`config.mk`:
```
export PLATFORM = sky130hd
export DESIGN_NAME = cdc_s2f_tx_sched_flat
export DESIGN_NICKNAME = d
export VERILOG_FILES = /design/src/rtl/cdc_pkg.sv /design/src/rtl/cdc_s2f_tx_sched_if.sv /design/src/rtl/cdc_sync_fifo.sv /design/src/rtl/cdc_s2f_tx_sched.sv /design/src/flat_wrapper.sv
export SDC_FILE = /design/constraint.sdc
export NUM_CORES = 1
export LEC_CHECK = 0
export ABC_AREA = 1
export CAP_MARGIN = 40
export CORE_ASPECT_RATIO = 0.75
export CORE_MARGIN = 10
export CORE_UTILIZATION = 58
export DETAILED_ROUTE_END_ITERATION = 16
export GPL_ROUTABILITY_DRIVEN = 1
export GPL_TIMING_DRIVEN = 0
export PLACE_DENSITY = 0.89
export SETUP_SLACK_MARGIN = 0.02
export SLEW_MARGIN = 20
export SYNTH_ARGS = -nofsm -noshare
export SYNTH_HDL_FRONTEND = slang
export SYNTH_SLANG_ARGS = --single-unit
```
`constraint.sdc`:
```
create_clock -name clk_a -period 4.78 [get_ports clk_a]
set_input_delay 1.434 -clock clk_a [delete_from_list [all_inputs] [get_ports clk_a]]
set_output_delay 1.434 -clock clk_a [all_outputs]
set_load 0.05 [all_outputs]
```
`src/rtl/cdc_pkg.sv`:
```
// Shared definitions for the slow-to-fast CDC launcher slice.
//   tx_state_e : scheduler state encoding (idle, launch pulse, hold gap).
//   CdcDw      : default CDC word width.
//   level_w()  : width of a 0..depth occupancy count.
package cdc_pkg;

  typedef enum logic [1:0] {
    StIdle = 2'd0,
    StSend = 2'd1,
    StGap  = 2'd2
  } tx_state_e;

  localparam int unsigned CdcDw = 4;

  function automatic int unsigned level_w(int unsigned depth);
    return $clog2(depth) + 1;
  endfunction

endpackage

```
`src/rtl/cdc_s2f_tx_sched_if.sv`:
```
// Valid/ready word stream feeding the launcher.
//   s_valid : producer has a word on s_data.
//   s_data  : DW-bit word.
//   s_ready : consumer accepts the word on this edge when s_valid is high.
// master = producer side, slave = launcher side.
interface cdc_s2f_tx_sched_if
  import cdc_pkg::*;
#(
  parameter int unsigned DW = CdcDw
);

  logic          s_valid;
  logic [DW-1:0] s_data;
  logic          s_ready;

  modport master (output s_valid, output s_data, input s_ready);
  modport slave  (input s_valid, input s_data, output s_ready);

endinterface

```
`src/rtl/cdc_sync_fifo.sv`:
```
// Single-clock DW x DEPTH FIFO with synchronous flush.
//   clk_a, arstn : clock and asynchronous active-low reset.
//   flush        : clears pointers and level; blocks push and pop that edge.
//   push, wdata  : write wdata when not full.
//   pop          : drop head when not empty.
//   rdata        : current head word (valid when !empty).
//   full, empty  : registered-state status.
//   level        : words stored, 0..DEPTH.
module cdc_sync_fifo
  import cdc_pkg::*;
#(
  parameter int unsigned DW    = CdcDw,
  parameter int unsigned DEPTH = 4,
  localparam int unsigned AW   = $clog2(DEPTH),
  localparam int unsigned LW   = AW + 1
) (
  input  logic          clk_a,
  input  logic          arstn,
  input  logic          flush,
  input  logic          push,
  input  logic [DW-1:0] wdata,
  input  logic          pop,
  output logic [DW-1:0] rdata,
  output logic          full,
  output logic          empty,
  output logic [LW-1:0] level
);

  logic [DW-1:0] mem_q [DEPTH];
  logic [AW-1:0] wr_ptr_q, wr_ptr_d;
  logic [AW-1:0] rd_ptr_q, rd_ptr_d;
  logic [LW-1:0] level_q, level_d;
  logic          do_push, do_pop;

  assign full    = (level_q == LW'(DEPTH));
  assign empty   = (level_q == '0);
  assign level   = level_q;
  assign rdata   = mem_q[rd_ptr_q];

  assign do_push = push && !full && !flush;
  assign do_pop  = pop && !empty && !flush;

  // DEPTH is a power of two, so pointer wrap is the natural AW-bit overflow.
  always_comb begin
    wr_ptr_d = wr_ptr_q;
    rd_ptr_d = rd_ptr_q;
    level_d  = level_q;
    if (flush) begin
      wr_ptr_d = '0;
      rd_ptr_d = '0;
      level_d  = '0;
    end else begin
      if (do_push) wr_ptr_d = wr_ptr_q + AW'(1);
      if (do_pop)  rd_ptr_d = rd_ptr_q + AW'(1);
      unique case ({do_push, do_pop})
        2'b10:   level_d = level_q + LW'(1);
        2'b01:   level_d = level_q - LW'(1);
        default: level_d = level_q;
      endcase
    end
  end

  always_ff @(posedge clk_a or negedge arstn) begin
    if (!arstn) begin
      wr_ptr_q <= '0;
      rd_ptr_q <= '0;
      level_q  <= '0;
    end else begin
      wr_ptr_q <= wr_ptr_d;
      rd_ptr_q <= rd_ptr_d;
      level_q  <= level_d;
    end
  end

  // Storage needs no reset: nothing reads an entry before it is written.
  always_ff @(posedge clk_a) begin
    if (do_push) mem_q[wr_ptr_q] <= wdata;
  end

endmodule

```
`src/rtl/cdc_s2f_tx_sched.sv`:
```
// Slow-domain launcher for the multibit slow-to-fast CDC stage.
// Buffers a valid/ready word stream and launches one word at a time: data_en
// pulses for one cycle with the new word on data_out, then data_out is held and
// data_en stays low for HOLD cycles so the fast-side enable synchroniser always
// samples a static bus.
//   clk_a, arstn : slow clock, asynchronous active-low reset.
//   flush        : synchronous FIFO clear; an in-flight word still completes.
//   s            : upstream word stream (slave side).
//   data_out     : registered word to the CDC stage.
//   data_en      : registered one-cycle launch strobe.
//   fifo_level   : words queued, in-flight word excluded.
//   busy         : not idle or words queued.
module cdc_s2f_tx_sched
  import cdc_pkg::*;
#(
  parameter int unsigned DW    = CdcDw,
  parameter int unsigned DEPTH = 4,
  parameter int unsigned HOLD  = 3
) (
  input  logic                     clk_a,
  input  logic                     arstn,
  input  logic                     flush,
  cdc_s2f_tx_sched_if.slave        s,
  output logic [DW-1:0]            data_out,
  output logic                     data_en,
  output logic [$clog2(DEPTH):0]   fifo_level,
  output logic                     busy
);

  localparam int unsigned CW = (HOLD > 1) ? $clog2(HOLD) : 1;

  tx_state_e     state_q, state_d;
  logic [CW-1:0] cnt_q, cnt_d;
  logic [DW-1:0] data_out_q, data_out_d;
  logic          data_en_q, data_en_d;

  logic          fifo_full, fifo_empty, fifo_pop, push;
  logic [DW-1:0] fifo_head;
  logic          can_launch, launch;

  assign s.s_ready = !fifo_full && !flush;
  assign push      = s.s_valid && s.s_ready;

  cdc_sync_fifo #(
    .DW    (DW),
    .DEPTH (DEPTH)
  ) u_fifo (
    .clk_a (clk_a),
    .arstn (arstn),
    .flush (flush),
    .push  (push),
    .wdata (s.s_data),
    .pop   (fifo_pop),
    .rdata (fifo_head),
    .full  (fifo_full),
    .empty (fifo_empty),
    .level (fifo_level)
  );

  // Flush wins over a launch on the same edge.
  assign can_launch = !fifo_empty && !flush;

  always_comb begin
    state_d    = state_q;
    cnt_d      = cnt_q;
    data_out_d = data_out_q;
    data_en_d  = 1'b0;
    launch     = 1'b0;
    unique case (state_q)
      StIdle: begin
        launch = can_launch;
      end
      StSend: begin
        cnt_d   = CW'(HOLD - 1);
        state_d = StGap;
      end
      StGap: begin
        if (cnt_q == '0) begin
          launch  = can_launch;
          state_d = StIdle;
        end else begin
          cnt_d = cnt_q - CW'(1);
        end
      end
      default: state_d = StIdle;
    endcase
    if (launch) begin
      data_out_d = fifo_head;
      data_en_d  = 1'b1;
      state_d    = StSend;
    end
  end

  assign fifo_pop = launch;

  always_ff @(posedge clk_a or negedge arstn) begin
    if (!arstn) begin
      state_q    <= StIdle;
      cnt_q      <= '0;
      data_out_q <= '0;
      data_en_q  <= 1'b0;
    end else begin
      state_q    <= state_d;
      cnt_q      <= cnt_d;
      data_out_q <= data_out_d;
      data_en_q  <= data_en_d;
    end
  end

  assign data_out = data_out_q;
  assign data_en  = data_en_q;
  assign busy     = (state_q != StIdle) || !fifo_empty;

endmodule

```
`src/flat_wrapper.sv`:
```
// flat-port wrapper written by rule: the top's interface ports become plain ports
module cdc_s2f_tx_sched_flat import cdc_pkg::*;
#(
  parameter int unsigned DW    = CdcDw,
  parameter int unsigned DEPTH = 4,
  parameter int unsigned HOLD  = 3
)
  (clk_a, arstn, flush, data_out, data_en, fifo_level, busy, s_s_valid, s_s_data, s_s_ready);
  cdc_s2f_tx_sched_if #(.DW(DW)) s_i ();
  input  logic clk_a;
  input  logic arstn;
  input  logic flush;
  output logic [DW-1:0] data_out;
  output logic data_en;
  output logic [$clog2(DEPTH):0] fifo_level;
  output logic busy;
  input wire logic [$bits(s_i.s_valid)-1:0] s_s_valid;
  input wire logic [$bits(s_i.s_data)-1:0] s_s_data;
  output wire logic [$bits(s_i.s_ready)-1:0] s_s_ready;
  assign s_i.s_valid = s_s_valid;
  assign s_i.s_data = s_s_data;
  assign s_s_ready = s_i.s_ready;
  cdc_s2f_tx_sched #(.DW(DW), .DEPTH(DEPTH), .HOLD(HOLD)) u_core (.clk_a(clk_a), .arstn(arstn), .flush(flush), .s(s_i), .data_out(data_out), .data_en(data_en), .fifo_level(fifo_level), .busy(busy));
endmodule
```
==> results of run 1 <==
[through the flow]
step / area [µm²] / utilization, % / hold slack (ps)
6_report: 1750 / 74.0 / 551
5_1_grt: 1750 / 74.0 / 588
4_1_cts: 1750 / 74.0 / 556
3_5_place_dp: 1700 / 72.0 / 539
3_3_place_gp: 1700 / 72.0 / 518
2_1_floorplan: 1490 / - / 499
[flip-flops by register name (all words and copies together), names as in the netlist]
| name | flops |
|---|---|
| u_core.u_fifo.level | 3 |
| u_core.u_fifo.rd_ptr_q | 2 |
| u_core.u_fifo.wr_ptr_q | 2 |
| u_core.data_out | 4 |
| u_core.data_en | 1 |
| u_core.u_fifo.mem_q | 16 |
| u_core.cnt_q | 2 |
| u_core.state_q | 2 |
[report_power, final]
| part | internal [µW] | switching, µW |
|---|---|---|
| logic | 164 | 318 |
| clock network | 56.4 | 80.3 |
| registers | 350 | 38.8 |
| total | 571 | 437 |
[synthesized netlist by cell type, drive strengths merged]
master	n	area, µm²
a21oi	2	10.0
a31oi	4	25.0
buf	2	16.3
dfrtp	16	400
edfxtp	16	480
fa	1	20.0
ha	5	62.6
inv	20	75.1
nand2	18	97.6
nand3	10	67.6
nand3b	1	7.51
nor2	31	143
o21ai	15	75.1
xor2	1	8.76
[final cells by class]
cell class / count / area [µm²]
flip-flops and latches: 32 / 881
fillers: 175 / 614
multi-input cells: 88 / 517
repair buffers: 17 / 170
inverters: 20 / 75.1
clock buffers: 7 / 45.0
well taps: 34 / 42.5
plain buffers: 2 / 16.3
clock inverters: 1 / 3.75
[per-layer routing]
layer  wire length, µm  vias to the layer above  global-route usage (%)
li1                  -                      511                       -
met1              1120                      494                    12.9
met2              1160                       40                    16.4
met3               192                        7                    4.61
met4                51                        0                    5.36
met5                 0                        -                       0
[logic make-up after synthesis]
group / Yosys count / share of synthesized area, %
buffers and inverters: 22 / 6.13
XOR/XNOR: 1 / 0.588
AO/OA/AOI/OAI: 21 / 7.39
flip-flops: 32 / 59.2
AND/OR/NAND/NOR: 60 / 21.2
adder cells (fa/ha/maj): 6 / 5.55
[worst paths after layout]
kind,from,to,slack (ps),cells after the start
setup / recovery,flush,s_s_ready,340,3
hold / removal,u_core.cnt_q[0],u_core.cnt_q[0],550,3
setup reg to reg,u_core.cnt_q[0],u_core.u_fifo.level[2],2760,14
hold reg to reg,u_core.cnt_q[0],u_core.cnt_q[0],550,3
max in group asynchronous,arstn,u_core.u_fifo.wr_ptr_q[1],2750,1
min in group asynchronous,arstn,u_core.cnt_q[1],1550,1
[tightest hold or removal path: cells and delay by family, from the launching register on]
family | cells | cell delay [ps]
AO/OA/AOI/OAI | 1 | 70
buffers and inverters | 1 | 60
flip-flops | 1 | 340
AND/OR/NAND/NOR | 1 | 50
==> results by stage, run 1 <==
Global routing:
- For this run the aggregate overflow at the end of global routing stands at 0.
- The first-pass GRT wire length is 4.26 mm.
- The number of antenna violations at the first check in global routing was 0.
- The number of global-route vias before repair is 943.
- Global routing used 10.8% of the available tracks across all layers.
- Entering global routing, the biggest net connects 17 pins.

Routing:
- The detailed-routing iteration count for the pre-antenna-repair pass is 5.
- Summing over every cut layer, the via total after detailed routing is 1052.
- The wire length after detailed routing is 2.52 mm.
- The detailed router's first-iteration violation count is 95.
- Using the TritonRoute via totals, the vias-per-cell ratio works out to 5.23.
- The remaining routing DRC violations is 0.
- The count of nets left with antenna violations once routing finished came out at 0.
- The post-detailed-route wirelength per cell is 12.6 µm.

Die:
- The floorplan die width is 78.5 µm.
- The standard cell core area is 2360 µm².
- The number of I/O pins is 18.
- Once the floorplan was initialized, standard cells occupied 63.0% of the core.
- The die area is 5010 µm².
- The row count is 15.
- The die is 63.9 µm tall.

Power and ir drop:
- The reported leakage power is 0.000756 µW.
- The worst voltage drop across the vdd grid is 0.000345 V.
- The areal power density over the cells is 576 nW/µm².
- The total power after layout is 1010 µW.

Timing:
- The top achievable clock speed is 225 MHz.
- Headroom to the max-slew limit came out at 49.9%.
- The actual transition at the worst max-transition pin is 749 ps.
- Setup repair after global routing left no endpoint under its margin.
- The count of pins over their slew limit was 0.
- The sum of negative setup slack is 0 ps.
- Setup violations remaining at the end of the flow were counted as 0.
- The number of hold-slack violations in the final timing report is 0.
- The worst setup margin is 339 ps.
- The worst setup skew after layout is 9.65 ps.
- Dividing the final minimum period by the clock period gives 92.9%.
- The routed design could run at a clock period as short as 4440 ps.

Clock tree:
- The number of clock buffers added by TritonCTS is 5.
- The number of buffers inserted to repair setup after CTS is 0.
- After clock tree synthesis, the repair step resized 0 gates.
- In this run the deepest clock path goes through 2 buffers.
- The CTS tree is yes.
- Hold repair after CTS inserted 0 buffers.
- The H-tree depth is 2.
- The clock-pin slew of the registers on the worst-case setup and hold paths is 90 ps.
- The root buffer cell is sky130_fd_sc_hd__clkbuf_4.
- The number of clock sinks seen by CTS is 32.
- The clock latency reported for the late side of the worst-skew pair is 320 ps.

Critical path:
- The critical path buffer and inverter count is 2.
- The largest fanout on the critical path is 4.
- STA classifies the critical path startpoint as a primary input.
- The endpoint required time on the critical path is 3350 ps.
- The longest individual stage delay on the worst path is 840 ps.
- The critical path's slowest cell is sky130_fd_sc_hd__clkdlybuf4s50_1.
- The startpoint-to-endpoint class of the critical path is primary input to output pin.
- The critical path goes through clkdlybuf4s50_1 -> a21oi_1 -> clkdlybuf4s50_1.
- The data arrival time of the critical path is 3010 ps.
- The worst setup path is captured at an output pin.
- Grouping stages by cell kind, the critical path spends the most delay in buffers and inverters.
- Among the stages of the critical path, the cell type that occurs most often is sky130_fd_sc_hd__clkdlybuf4s50_1.

Yosys:
- After synthesis the netlist holds a flip-flop and latch count of 32.
- The count of mapped cells out of synthesis is 142.
- The synthesized area per cell is 10.5 µm².
- Sequential cells were found to cover 59.2% of the synthesized design area.
- During synthesis, Yosys emitted a total of 0 warnings.
- The unique cell type count in the Yosys netlist is 23.
- The number of nets produced by synthesis is 156.
- The synthesized cell area is 1490 µm².

Placed design:
- The final estimated routing congestion in global placement is 0.841.
- Buffers placed on the I/O ports in this run total 17.
- The HPWL reported at the end of detailed placement is 1.98 mm.
- Prior to clock tree synthesis, the placed netlist has a worst setup slack of 347 ps.
- The count of placed standard cells including taps is 193.

Finish:
- Relative to the synthesized area, the layout overhead comes to 17.6%.
- 0 antenna diodes ended up in the layout.
- Excluding fillers, the count of instances in the completed layout stands at 201.
- The fraction of final layout cells with drive strength greater than 1 is 11.4%.
- In the layout the commonest cells are sky130_fd_sc_hd__nor2_1, sky130_fd_sc_hd__inv_1, sky130_fd_sc_hd__clkdlybuf4s50_1.
- At the end of the flow, the number of nets in the layout was 180.
- Leaving out fill and tap cells, the most frequent cell in the layout is sky130_fd_sc_hd__nor2_1.

Job:
- The tool flagged a number of max-cap violations equal to 0.

Run status:
- The flow ran to the end, and the final reports show no timing, DRC or antenna violations.

Hold path:
- In this run the worst hold path is classified as flop to flop.
(Power assumes the default switching activity.)
==> inputs of run 2 (changes only) <==
--- a/config.mk
+++ b/config.mk
@@ -6,7 +6,6 @@
 export NUM_CORES = 1
 export LEC_CHECK = 0
 export ABC_AREA = 1
-export CAP_MARGIN = 40
 export CORE_ASPECT_RATIO = 0.75
 export CORE_MARGIN = 10
 export CORE_UTILIZATION = 58
@@ -15,7 +14,7 @@
 export GPL_TIMING_DRIVEN = 0
 export PLACE_DENSITY = 0.89
 export SETUP_SLACK_MARGIN = 0.02
-export SLEW_MARGIN = 20
+export SLEW_MARGIN = 5
 export SYNTH_ARGS = -nofsm -noshare
 export SYNTH_HDL_FRONTEND = slang
 export SYNTH_SLANG_ARGS = --single-unit
==> results of run 2 <==
Same layout as run 1: the final DEF is identical, and so are final timing and power.
==> inputs of run 3 (changes only) <==
--- a/config.mk
+++ b/config.mk
@@ -8,11 +8,11 @@
 export ABC_AREA = 1
 export CORE_ASPECT_RATIO = 0.75
 export CORE_MARGIN = 10
-export CORE_UTILIZATION = 58
+export CORE_UTILIZATION = 50
 export DETAILED_ROUTE_END_ITERATION = 16
 export GPL_ROUTABILITY_DRIVEN = 1
-export GPL_TIMING_DRIVEN = 0
-export PLACE_DENSITY = 0.89
+export GPL_TIMING_DRIVEN = 1
+export PLACE_DENSITY = 0.79
 export SETUP_SLACK_MARGIN = 0.02
 export SLEW_MARGIN = 5
 export SYNTH_ARGS = -nofsm -noshare
==> run 3 against run 2 <==
  * Critical path depth unchanged
  * Final cell count up 1.0%
  * Die area up 11%
  * Largest power group unchanged
  * Sequential power up 3%
  * Design area up 2.6%
  * Wire length up 8.6%
  * Total power up 11%
  * Sequential cell count unchanged
  * Clock-buffer cell count down 1
  * Utilization down 12 points
  * Clock skew up 1.5 ps
  * Critical path type unchanged
  * Register-to-register slack worse by 90 ps
==> results by stage, run 3 (synthesis results as in run 1) <==
Die:
- The row count is 17 (+2).
- The standard cell core area is 2890 µm² (+22%).
- The floorplan die width is 83.0 µm (+5.7%).
- The die extent in y came to 67.3 µm (+5.3%).
- The die area is 5580 µm² (+11%).
- The number of I/O pins was 18 (unchanged).
- The starting density of the core is 51.5% (-11 points).

Timing:
- The actual transition at the worst max-transition pin was 736 ps (-12.8 ps).
- The final clock period utilization by the worst path was 79.8% (-13 points).
- The sum of negative setup slack came to 0 ps (unchanged).
- Setup repair after global routing left no endpoint under its margin.
- The worst setup margin is 965 ps (+626 ps).
- The worst setup skew after layout was 11.2 ps (+1.55 ps).
- The worst-case headroom to the max-slew limit was 50.8% (+0.85 points).
- The time the final worst path needs with I/O delays and setup was 3810 ps (-626 ps).
- The count of pins over their slew limit is 0 (unchanged).
- The final hold slack came to 536 ps (-14.3 ps).
- The top achievable clock speed is 262 MHz (+16%).
- The number of hold-slack violations in the final timing report is 0 (unchanged).
- The final setup violation count is 0 (unchanged).

Clock tree:
- TritonCTS built the clock tree.
- The number of buffers inserted during clock tree synthesis was 5 (unchanged).
- The H-tree depth was 2 (unchanged).
- The maximum root-to-sink buffer count is 2 (unchanged).
- The tree is rooted in a sky130_fd_sc_hd__clkbuf_8.
- The number of buffers inserted to repair setup after CTS is 0 (unchanged).
- The number of hold buffers added after CTS is 0 (unchanged).
- The post-cts sizing count was 0 (unchanged).
- The clock latency reported for the late side of the worst-skew pair is 280 ps (-40 ps).
- The number of clock sinks seen by CTS was 32 (unchanged).
- The clock-pin slew of the registers on the worst-case setup and hold paths is 70 ps (-20 ps).

Global routing:
- The first-pass GRT wire length is 4.68 mm (+9.7%).
- The total global-route track usage is 10.5% (-0.34 points).
- The largest net degree at the start of global routing came to 17 (unchanged).
- The number of antenna violations at the first check in global routing is 0 (unchanged).
- The number of global-route vias before repair is 1007 (+6.8%).
- The residual overflow from global routing is 0 (unchanged).

Power and ir drop:
- The switching power total is 457 µW (+4.5%).
- The relative contribution of combinational cells to total power is 42.0% (-5.8 points).
- The switching power as a share of total power is 40.9% (-2.4 points).
- The areal power density over the cells came to 622 nW/µm² (+8.0%).
- The worst voltage drop across the vdd grid is 0.000347 V (+0.73%).
- The clock share of power is 22.2% (+8.6 points).
- The internal power is 659 µW (+16%).
- The sequential cell fraction of total power is 35.8% (-2.8 points).
- The reported leakage power is 0.000774 µW (+2.4%).

Finish:
- The number of nets in the final layout came to 178 (-1.1%).
- The library cell used most frequently in the layout, excluding fill and tap cells, is sky130_fd_sc_hd__nor2_1.
- The layout overhead on the synthesized area is 20.6%.
- In the layout the commonest cells are sky130_fd_sc_hd__nor2_1, sky130_fd_sc_hd__inv_1, sky130_fd_sc_hd__clkdlybuf4s50_1, sky130_fd_sc_hd__dfrtp_1, sky130_fd_sc_hd__edfxtp_1.
- The fraction of final layout cells with drive strength greater than 1 came to 12.1% (+0.74 points).
- The share of the core filled with cells in the final layout is 62.1% (-12 points).
- The number of flip-flops in the largest register was 16 (unchanged).
- More flip-flops sit in one register than any other, and that register is u_core.u_fifo.mem_q.
- The number of diodes came to 0 (unchanged).
- The final cell count without fillers is 203 (+1.0%).

Routing:
- The vias after detailed routing is 1041 (-1.0%).
- The remaining routing DRC violations was 0 (unchanged).
- The detailed-routing iteration count for the pre-antenna-repair pass is 4 (-1).
- The final antenna-violating net count came to 0 (unchanged).
- The wire length after detailed routing was 2.74 mm (+8.6%).
- The detailed router's first-iteration violation count is 70 (-26%).
- The post-detailed-route wirelength per cell is 13.5 µm (+7.5%).
- The per-cell via count in the routed design was 5.13 (-2.0%).

Critical path:
- The worst setup path is of the primary input to output pin kind.
- The largest fanout on the critical path is 4 (unchanged).
- The longest individual stage delay on the worst path is 500 ps (-340 ps).
- The worst setup path is launched from a primary input.
- The critical path goes through clkdlybuf4s50_1 -> a21oi_1 -> buf_4.
- The endpoint required time on the critical path is 3350 ps (about the same).
- The largest individual stage delay along the critical path comes from the cell sky130_fd_sc_hd__clkdlybuf4s50_1.
- The element type at the critical path end is an output pin.
- The data arrival time of the critical path is 2380 ps (-630 ps).

Placed design:
- The number of input and output port buffers inserted is 17 (unchanged).
- The final estimated routing congestion in global placement came to 0.819 (-2.5%).
- The worst setup slack after placement is 987 ps (+641 ps).
- The count of placed standard cells including taps is 195 (+1.0%).
- The HPWL reported at the end of detailed placement is 1.85 mm (-6.6%).

Job:
- The total of max-cap violations is 0 (unchanged).

Hold path:
- The tightest min-delay check is of the flop to flop type.

Run status:
- The flow ran to the end, and the final reports show no timing, DRC or antenna violations.
==> run 3: cell types whose count changed in the layout (fill, tap and decap cells not counted) <==
cell,before,now
sky130_fd_sc_hd__clkinv_1,1,0
sky130_fd_sc_hd__clkbuf_1,2,1
sky130_fd_sc_hd__clkinv_2,0,1
sky130_fd_sc_hd__buf_6,1,0
sky130_fd_sc_hd__clkbuf_8,0,5
sky130_fd_sc_hd__buf_4,0,1
sky130_fd_sc_hd__clkbuf_4,5,0
sky130_fd_sc_hd__clkdlybuf4s50_1,17,16
sky130_fd_sc_hd__buf_2,1,0
sky130_fd_sc_hd__bufinv_16,0,1
==> run 3: power groups by stage <==
| stage | registers [µW] | clock network, µW | logic, µW |
|---|---|---|---|
| 2_1_floorplan | 489 | 0 | 257 |
| 4_1_cts | 401 | 253 | 474 |
| 3_3_place_gp | 403 | 0 | 455 |
| 5_1_grt | 410 | 272 | 516 |
| 6_report | 399 | 248 | 469 |
| 3_5_place_dp | 405 | 0 | 468 |
==> run 3: path summary, 6_finish.rpt <==
kind / start / end / slack [ps] / cells after the start
worst max-delay path: flush / s_s_ready / 970 / 3
worst min-delay path: u_core.u_fifo.mem_q[1][0] / u_core.data_out[0] / 540 / 2
worst max register to register: u_core.u_fifo.level[0] / u_core.u_fifo.level[2] / 2670 / 12
worst min register to register: u_core.u_fifo.mem_q[1][0] / u_core.data_out[0] / 540 / 2
max in group asynchronous: arstn / u_core.data_out[1] / 2730 / 1
min in group asynchronous: arstn / u_core.u_fifo.level[0] / 1590 / 1
==> run 3: metal layers <==
metal	track usage, %	share of wire [%]	wire length (µm)	vias up
met5	0	0	0	-
met1	11.5	40	1080	496
met4	5.08	2.0	56	0
met2	18.3	52	1410	30
li1	-	-	-	508
met3	3.49	6.8	187	7
==> run 3: cell type report <==
type	instances	area (µm²)
fill	227	1100
sequential	32	881
multi-input combinational	88	517
timing repair buffer	17	168
inverter	20	75.1
clock buffer	6	72.6
tap	38	47.5
clock inverter	2	35.0
==> run 3: worst max-delay path, delay by kind of cell <==
kind	cells	cell delay, ps
buffers and inverters	2	730
AO/OA/AOI/OAI	1	210
==> run 3: metrics by stage <==
step	cell area [µm²]	power, µW
after floorplan	1490	746
after global placement	1690	858
after detailed placement	1690	873
after CTS	1800	1130
after global routing	1800	1200
final	1800	1120
